`src/rtl/mb_rx_flit_buffer.sv`:
```
// Flit buffer behind the mainband receiver: captures valid-only flit strobes into a
// DEPTH-entry FIFO and presents a valid/ready stream. MB_RX_FLIT_BUF_ALMOST_FULL_EN adds almost_full_o.
module mb_rx_flit_buffer #(
  parameter int unsigned DEPTH      = 4,
  parameter int unsigned FLIT_BYTES = 64
`ifdef MB_RX_FLIT_BUF_ALMOST_FULL_EN
  ,
  parameter int unsigned AF_THRESH  = DEPTH - 1
`endif
) (
  input  logic                     clk,
  input  logic                     reset,
  input  logic                     flit_valid_i,
  input  logic [7:0]               flit_data_i [FLIT_BYTES],
  output logic                     flit_valid_o,
  input  logic                     flit_ready_i,
  output logic [7:0]               flit_data_o [FLIT_BYTES],
  output logic [$clog2(DEPTH):0]   occupancy_o,
  output logic                     overflow_o,
  output logic [15:0]              drop_count_o,
  input  logic                     ovf_clr_i
`ifdef MB_RX_FLIT_BUF_ALMOST_FULL_EN
  ,
  output logic                     almost_full_o
`endif
);

  localparam int unsigned AW = $clog2(DEPTH);
  localparam int unsigned PW = AW + 1;

  logic [7:0]    mem [DEPTH][FLIT_BYTES];
  logic [PW-1:0] wr_ptr, rd_ptr;
  logic [PW-1:0] wr_ptr_n, rd_ptr_n, occ_n;
  logic          full, push, pop, drop, bypass;
  logic          overflow_n;
  logic [15:0]   drop_count_n;

  // Next-state computation for pointers, occupancy and overflow bookkeeping
  always_comb begin
    full         = (wr_ptr[AW] != rd_ptr[AW]) && (wr_ptr[AW-1:0] == rd_ptr[AW-1:0]);
    pop          = flit_valid_o && flit_ready_i;
    push         = flit_valid_i && (!full || pop);
    drop         = flit_valid_i && full && !pop;
    wr_ptr_n     = wr_ptr + PW'(push);
    rd_ptr_n     = rd_ptr + PW'(pop);
    occ_n        = wr_ptr_n - rd_ptr_n;
    // The new flit becomes the head only when it lands in the slot rd_ptr_n points at
    bypass       = push && (wr_ptr[AW-1:0] == rd_ptr_n[AW-1:0]);
    overflow_n   = overflow_o;
    drop_count_n = drop_count_o;
    if (ovf_clr_i) begin
      overflow_n   = 1'b0;
      drop_count_n = 16'd0;
    end
    if (drop) begin
      overflow_n = 1'b1;
      if (drop_count_n != 16'hFFFF) drop_count_n = drop_count_n + 16'd1;
    end
  end

  // Control state with asynchronous discard of all queued flits
  always_ff @(posedge clk or negedge reset) begin
    if (!reset) begin
      wr_ptr       <= '0;
      rd_ptr       <= '0;
      occupancy_o  <= '0;
      flit_valid_o <= 1'b0;
      overflow_o   <= 1'b0;
      drop_count_o <= 16'd0;
    end else begin
      wr_ptr       <= wr_ptr_n;
      rd_ptr       <= rd_ptr_n;
      occupancy_o  <= occ_n;
      flit_valid_o <= (occ_n != '0);
      overflow_o   <= overflow_n;
      drop_count_o <= drop_count_n;
    end
  end

  // Storage and registered head flit; contents are don't-care while empty
  always_ff @(posedge clk) begin
    if (push) mem[wr_ptr[AW-1:0]] <= flit_data_i;
    if (bypass) flit_data_o <= flit_data_i;
    else        flit_data_o <= mem[rd_ptr_n[AW-1:0]];
  end

`ifdef MB_RX_FLIT_BUF_ALMOST_FULL_EN
  always_ff @(posedge clk or negedge reset) begin
    if (!reset) almost_full_o <= 1'b0;
    else        almost_full_o <= (occ_n >= PW'(AF_THRESH));
  end
`endif

endmodule

```
`config.mk`:
```
export PLATFORM = sky130hd
export DESIGN_NAME = mb_rx_flit_buffer
export DESIGN_NICKNAME = d
export VERILOG_FILES = /design/src/rtl/mb_rx_flit_buffer.sv
export SDC_FILE = /design/constraint.sdc
export NUM_CORES = 1
export LEC_CHECK = 0
export CAP_MARGIN = 20
export CORE_AREA = 2 2 411 413
export CTS_CLUSTER_DIAMETER = 60
export DETAILED_ROUTE_END_ITERATION = 7
export DIE_AREA = 0 0 413 415
export PLACE_DENSITY = 0.68
export SYNTH_ARGS = -nofsm -noshare
export SYNTH_HDL_FRONTEND = slang
export SYNTH_SLANG_ARGS = --single-unit
```
`constraint.sdc`:
```
create_clock -name clk -period 45.6 [get_ports clk]
set_clock_uncertainty 0.05 [all_clocks]
set_input_delay 13.68 -clock clk [delete_from_list [all_inputs] [get_ports clk]]
set_output_delay 13.68 -clock clk [all_outputs]
set_load 0.02 [all_outputs]
```
### Word-level counts from Yosys, hierarchy flattened

Memory sizes are Yosys's and may differ from the RTL's. A register that Yosys moved wholly into a read port is not among the register bits.
Index checks and enable logic that the tools add are counted.

| word-level totals | value |
|---|---|
| register bits | 27 |
| RAM bits | 2048 |
| input bits | 517 |
| output and inout port bits | 533 |
| logic and storage cells | 31 |
| memories | 1 |

Memory list:

| name | words | width | read ports | clocked after Yosys merged registers in | wr ports | RTL line | RTL |
|---|---|---|---|---|---|---|---|
| mem | 4 | 512 | 1 | 1 | 1 | 31 | `logic [7:0] mem [DEPTH][FLIT_BYTES];` |

| cells by class | value |
|---|---|
| add/sub/neg operators | 4 |
| eq/ne operators | 3 |
| muxes and demuxes | 7 |
| reductions and logical operators | 10 |

Operators by type and width:

| cell | count |
|---|---|
| two-way mux 16 bit | 3 |
| adder 16 x 1 -> 16 bit (second input constant) | 1 |
| inequality test 16 bit (second input constant) | 1 |
| adder 3 x 1 -> 3 bit | 2 |
| logical AND 1 bit | 5 |
| two-way mux 1 bit | 4 |
| nonzero test 3 bit | 1 |
| subtractor 3 bit | 1 |
| == test 2 bit | 1 |
| zero test 1 bit | 2 |
| nonzero test 2 bit | 1 |
| logical OR 1 bit | 1 |
| inequality test 1 bit | 1 |

### Depth between registers and ports, before layout

Gate-level depths: netlist (run 1).

| depth | value |
|---|---|
| word-level depth | 8 |
| depth in mapped cells | 9 |
| gate-level depth less buffers | 8 |

### Worst setup path after synthesis (run 1)

No wires, ideal clock.

| path | value |
|---|---|
| path kind | input port to flip-flop |
| from | input port flit_ready_i |
| to | memory mem[0][0] in the netlist's numbering (enable) |
| library setup time | 2120 ps |
| arrival | 50914 ps |
| data required time | 43430 ps |
| setup slack | -7484 ps |
| cell stages on the path | 3 |
| buffers on the path | 0 |
| cells stage by stage | nand2_1 > a41oi_1 > nor3b_1 |

| on the way | value |
|---|---|
| longest elaborated chain between the ends | 5 |

Ends and longest elaborated chain:

| item | RTL line | RTL |
|---|---|---|
| start: declaration | 16 | `input logic flit_ready_i,` |
| logical AND 1 bit | 41 | `pop = flit_valid_o && flit_ready_i;` |
| logical OR 1 bit | 42 | `push = flit_valid_i && (!full \|\| pop);` |
| logical AND 1 bit | 42 |  |
| two-way mux 1 bit | 82 | `if (push) mem[wr_ptr[AW-1:0]] <= flit_data_i;` |
| two-way mux 1 bit (implied by the code) | 82 |  |
| end: declaration | 31 |  |

No other way between the ends.

==> results of run 1 <==
metrics by stage:
step / cell area [µm²] / std cells
floorplan: 75100 / 2808
global placement: 88300 / 5989
detailed placement: 88300 / 5989
CTS: 94600 / 6355
global route: 94600 / 6376
finish: 94600 / 6383
registers in the layout, indices dropped and copies added (netlist names), named ones only:
signal        count
mem            2048
drop_count_o     16
occupancy_o       3
rd_ptr            3
wr_ptr            3
flit_valid_o      1
overflow_o        1
worst paths after layout:
path	cells after the start	start	endpoint
setup / recovery	5	register	flit_data_o[49]
hold / removal	2	overflow_o	overflow_o
setup reg to reg	7	wr_ptr[0]	mem[2][394]
hold reg to reg	2	overflow_o	overflow_o
max in group asynchronous	2	reset	rd_ptr[2]
min in group asynchronous	2	reset	overflow_o
kinds of logic after synthesis:
family | after synthesis | share of synthesized area, %
adder cells (fa/ha/maj) | 7 | 0.127
XOR/XNOR | 18 | 0.240
flip-flops | 2077 | 82.9
buffers and inverters | 126 | 0.727
multiplexers | 514 | 15.4
AND/OR/NAND/NOR | 53 | 0.495
AO/OA/AOI/OAI | 13 | 0.137
cell type report:
class	count	area (µm²)	area share [%]
diodes	28	70.1	0.0740
flip-flops and latches	2077	62200	65.8
clock inverters	108	905	0.956
repair buffers	1094	11000	11.6
inverters	9	33.8	0.0357
well taps	2204	2760	2.91
clock buffers	258	5350	5.65
multi-input cells	605	12300	13.0
cell usage after synthesis, types with 2 or more instances:
cell / number / area (µm²)
and4_1: 2 / 17.5
nand2b_1: 2 / 12.5
dfrtp_1: 27 / 676
xnor2_2: 2 / 32.5
nor2b_1: 9 / 56.3
nand4_1: 5 / 31.3
a31oi_1: 2 / 12.5
nor2_1: 9 / 33.8
a211oi_1: 4 / 30.0
and3_1: 3 / 18.8
clkbuf_1: 36 / 135
xor2_1: 3 / 26.3
xnor2_1: 12 / 105
nand4_4: 2 / 42.5
buf_1: 25 / 93.8
buf_2: 55 / 275
dfxtp_1: 2 / 40.0
inv_1: 9 / 33.8
mux4_2: 512 / 11500
nand2_1: 7 / 26.3
edfxtp_1: 2048 / 61500
a41oi_1: 2 / 17.5
nand3_1: 4 / 20.0
ha_1: 6 / 75.1
power groups by stage:
stage | Combinational, mW | Sequential [mW] | Clock (mW)
4_1_cts | 2.43 | 2.64 | 1.61
3_3_place_gp | 2.43 | 2.66 | 0
6_report | 2.38 | 2.64 | 1.58
5_1_grt | 2.50 | 2.67 | 1.68
3_5_place_dp | 2.42 | 2.68 | 0
2_1_floorplan | 1.33 | 2.96 | 0
routing by layer:
metal,vias to the layer above,global-route usage [%],share of wire [%]
met2,1188,33.6,51
met1,18100,24.1,36
met3,316,7.16,8.9
li1,14700,-,-
met5,-,0,0.19
met4,50,8.02,3.4
worst max-delay path: stages, from the launching register on:
cell and delay, ns:
dfxtp_4 0.83, buf_4 0.68, buf_4 0.76, buf_4 0.89, mux4_2 0.72, clkdlybuf4s50_1 0.63
==> qor.log, run 1 <==
INFO  worst_setup_path setup.worst_path.start_class=register
INFO  synthesis      synth-seq-cells=2,077
INFO  route          route.detailed.drc=0
INFO  pwr            p_per_cell_area=69.7mW/mm²
INFO  clocking       cts-buffers-inserted=203
INFO  floorplan      placeableCoreArea=0.167mm²
INFO  pwr            power_frac_clock=23.9%
INFO  synthesis      async_flop_share=1.30%
INFO  timing         hold_viol=0
INFO  floorplan      row_count=150
INFO  clocking       cts_hold_buffers=0
INFO  synthesis      seq_area_frac_synth=82.9%
INFO  layout         areaGrowthSynthToFinish=26.1%
INFO  job            max-cap-violations=0
INFO  timing         worstMarginPinSlew=1.32ns
INFO  grt            globalRouteTotalUtil=20.2%
INFO  timing         setup-tns-final=0ns
INFO  route          first_pass_iters=6
INFO  pwr            power_switching=2.10mW
INFO  clocking       postCtsSetupRepairBufs=0
INFO  pwr            finalPower=6.60mW
INFO  clocking       cts.repair.resized=0
INFO  synthesis      synthesis.instances=2,808
INFO  timing         grt_setup_unrepaired=no
INFO  layout         num-nets-final=4,514
INFO  floorplan      ioPinCount=1,050
INFO  layout         number_of_inserted_filler_cells_in_the_final_layout=12,100
INFO  clocking       cts.htree.levels=4
INFO  placement      preCtsSetupSlack=26.98ns
INFO  timing         finalHoldWorstSlack=0.473ns
INFO  timing         layout_setup_ws=26.38ns
INFO  placement      dpl_wire_length=112mm
INFO  placement      gp_congestion=0.846
INFO  route          antenna_left=0
INFO  pwr            vdd.ir_drop.worst=0.0623mV
INFO  layout         most_common_library_cell_in_the_layout_ignoring_fill_and_taps=edfxtp_1
INFO  worst_setup_path crit_arrival=5.49ns
INFO  route          routed_wire_length_per_instance=27.5µm
INFO  route          drt_iter0_drc=2,970
INFO  clocking       clkSinkCount=2,077
INFO  worst_setup_path worst-endpoint-required=31.87ns
INFO  grt            total_global_routing_overflow=0
INFO  timing         drv_slew=0
INFO  synthesis      synth_warnings=0
INFO  synthesis      syn_nets=3,332
INFO  pwr            p_seq_share=40.0%
INFO  clocking       clock-root-buffer=clkbuf_16
INFO  layout         drive_gt1_share=20.2%
INFO  floorplan      fp.dieH=415µm
INFO  clocking       cts.reportedPaths.clkPinSlew=0.06ns
INFO  timing         timing.final.crit_period=19.22ns
INFO  route          vias=34,400
INFO  grt            grt_first_pass_wirelength=250mm
INFO  pwr            p_int=4.50mW
INFO  pwr            power.switching_fraction=31.8%
INFO  timing         post-route-period-util=42.1%
INFO  worst_setup_path rrSetupSlack=40.70ns
INFO  route          vias_per_cell=5.38
INFO  floorplan      floorplan.initialDensity=45.0%
INFO  route          detail_route.wirelength=175mm
INFO  placement      count_of_input_and_output_buffers=1,049
INFO  grt            number_of_global_route_vias_before_repair=35,600
INFO  hold_path      min-delay-path-class=register to register
INFO  layout         most-common-layout-cells=edfxtp_1, clkdlybuf4s50_1, mux4_2
INFO  clocking       clock_tree.buffer_depth=3
INFO  worst_setup_path critPathMaxFanout=49
INFO  synthesis      synth_cell_types=44
INFO  run_status     outcome=finished, final reports clean
INFO  synthesis      mappedNetlistArea=0.0751mm²
INFO  clocking       insertion_delay=0.82ns
INFO  floorplan      die_width=413µm
INFO  pwr            comb_power_share=36.1%
INFO  timing         setup_viol=0
INFO  grt            grt_antenna_before_repair=58
INFO  grt            maximum_number_of_pins_on_one_net_before_global_route_repair=158
INFO  timing         achievable-frequency=52.0MHz
INFO  floorplan      die_area=0.171mm²
INFO  worst_setup_path timing.setup.critical_path_class=register to output port
INFO  worst_setup_path worst_setup_path_end_kind=output port
INFO  synthesis      syn_avg_cell_area=26.7µm²
INFO  synthesis      postSynth.topFlopCell=edfxtp_1
INFO  pwr            leakagePower=30.1nW
INFO  clocking       tritoncts=yes
INFO  synthesis      synth-edff-count=2,048
INFO  timing         slew_headroom=12.0%
INFO  layout         finish.utilization=56.8%
Power figures use the tool's default switching activity.
==> run 2: changes to the inputs <==
- clock period: 45.6 -> 19.55 ns (I/O delays scaled with it)
==> qor.log, run 2 (same netlist as run 1, synthesis figures left out) <==
INFO  run_status     outcome=finished, final reports clean
INFO  timing         slew_headroom=19.6% [+7.6 points]
INFO  timing         worstMarginPinSlew=1.21ns [-0.114 ns]
INFO  route          vias_per_cell=5.43 [+0.82%]
INFO  timing         layout_setup_ws=8.16ns [-18.22 ns]
INFO  clocking       cts_hold_buffers=0 [unchanged]
INFO  timing         post-route-period-util=58.3%
INFO  floorplan      fp.dieH=415µm [unchanged]
INFO  grt            number_of_global_route_vias_before_repair=35,900 [+0.77%]
INFO  worst_setup_path worst-endpoint-required=13.64ns [-18.23 ns]
INFO  floorplan      die_width=413µm [unchanged]
INFO  pwr            vdd.ir_drop.worst=0.127mV [+100%]
INFO  layout         finish.utilization=57.0% [+0.18 points]
INFO  timing         drv_slew=0 [unchanged]
INFO  timing         hold_viol=0 [unchanged]
INFO  grt            grt_first_pass_wirelength=252mm [+0.80%]
INFO  pwr            leakagePower=30.3nW [+0.50%]
INFO  worst_setup_path worst_setup_path_end_kind=output port
INFO  timing         timing.final.crit_period=11.39ns
INFO  worst_setup_path timing.setup.critical_path_class=register to output port
INFO  layout         areaGrowthSynthToFinish=26.5%
INFO  route          drt_iter0_drc=2,963 [-0.24%]
INFO  route          detail_route.wirelength=178mm [+1.5%]
INFO  clocking       cts.htree.levels=4 [unchanged]
INFO  layout         most-common-layout-cells=edfxtp_1, clkdlybuf4s50_1, mux4_2
INFO  clocking       cts.repair.resized=0 [unchanged]
INFO  worst_setup_path crit_arrival=5.48ns [about the same]
INFO  floorplan      placeableCoreArea=0.167mm² [unchanged]
INFO  clocking       cts.reportedPaths.clkPinSlew=0.06ns [about the same]
INFO  hold_path      min-delay-path-class=register to register
INFO  layout         most_common_library_cell_in_the_layout_ignoring_fill_and_taps=edfxtp_1
INFO  route          routed_wire_length_per_instance=27.8µm [+1.3%]
INFO  grt            total_global_routing_overflow=0 [unchanged]
INFO  grt            globalRouteTotalUtil=20.4% [+0.21 points]
INFO  worst_setup_path setup.worst_path.start_class=register
INFO  layout         number_of_inserted_filler_cells_in_the_final_layout=12,000 [-0.64%]
INFO  clocking       postCtsSetupRepairBufs=0 [unchanged]
INFO  timing         grt_setup_unrepaired=no
INFO  route          vias=34,700 [+1.0%]
INFO  timing         achievable-frequency=87.8MHz
INFO  floorplan      row_count=150 [unchanged]
INFO  floorplan      die_area=0.171mm² [unchanged]
INFO  layout         drive_gt1_share=20.6% [+0.46 points]
INFO  grt            maximum_number_of_pins_on_one_net_before_global_route_repair=160 [+1.3%]
INFO  layout         largest_register_ff_count=2,048 [unchanged]
INFO  pwr            p_per_cell_area=163mW/mm² [+130%]
INFO  route          antenna_left=0 [unchanged]
INFO  placement      gp_congestion=0.805 [-4.9%]
INFO  clocking       insertion_delay=0.83ns [about the same]
INFO  clocking       cts-buffers-inserted=210 [+3.4%]
INFO  route          route.detailed.drc=0 [unchanged]
INFO  job            max-cap-violations=0 [unchanged]
INFO  floorplan      ioPinCount=1,050 [unchanged]
INFO  clocking       clkSinkCount=2,077 [unchanged]
INFO  worst_setup_path critPathMaxFanout=90 [+84%]
INFO  clocking       tritoncts=yes
INFO  placement      dpl_wire_length=114mm [+2.0%]
INFO  clocking       clock-root-buffer=clkbuf_16
INFO  timing         setup_viol=0 [unchanged]
INFO  grt            grt_antenna_before_repair=66 [+14%]
INFO  clocking       clock_tree.buffer_depth=3 [unchanged]
INFO  floorplan      floorplan.initialDensity=45.0% [unchanged]
INFO  layout         num-nets-final=4,518 [+0.089%]
INFO  placement      count_of_input_and_output_buffers=1,049 [unchanged]
INFO  route          first_pass_iters=7 [+1]
INFO  placement      preCtsSetupSlack=8.73ns [-18.25 ns]
run 2: final cells by class:
type                    count  area [µm²]  share of cell area, %
multi-input cells         605       12300                   13.0
diodes                     28        70.1                 0.0738
inverters                   9        33.8                 0.0356
clock inverters           125        1020                   1.07
repair buffers           1091       10900                   11.5
flip-flops and latches   2077       62200                   65.6
well taps                2204        2760                   2.91
clock buffers             258        5540                   5.84
run 2: where the power goes:
group          switching [mW]  leakage (nW)  internal (mW)
sequential              0.244          19.2           5.94
combinational            3.06          7.93           2.47
clock                    1.63          3.21           2.17
run 2: layer usage:
layer | part of all wire [%] | vias to the layer above | routed length, µm | track usage (%)
met1 | 36 | 18300 | 63900 | 24.1
met2 | 51 | 1343 | 90800 | 33.7
met4 | 3.7 | 56 | 6540 | 8.73
met3 | 9.2 | 347 | 16400 | 7.48
li1 | - | 14700 | - | -
met5 | 0.19 | - | 339 | 0
run 2: through the flow:
stage	cells	total power, mW	area [µm²]	hold WS (ns)	TNS, ns
after floorplan	2808	9.76	75100	0.480	-660.72
after global placement	5986	11.9	88300	0.467	0
after detailed placement	5986	11.9	88300	0.471	0
after CTS	6369	15.7	94900	0.483	0
after global routing	6387	16.1	94900	0.524	0
final	6397	15.5	94900	0.479	0
run 2: final timing paths:
kind,from,to,slack [ns],cells past startpoint
worst min register to register,overflow_o,overflow_o,0.48,2
min in group asynchronous,reset,drop_count_o[8],5.36,2
worst max-delay path,register,flit_data_o[322],8.16,5
worst max register to register,wr_ptr[0],mem[0][352],14.60,7
max in group asynchronous,reset,wr_ptr[1],13.80,2
worst min-delay path,overflow_o,overflow_o,0.48,2
run 2: critical path, cell delays in order (launching register included):
cell	delay (ns)
dfxtp_4	1.00
buf_4	0.77
buf_12	0.57
buf_4	0.86
mux4_2	0.65
clkdlybuf4s50_1	0.57
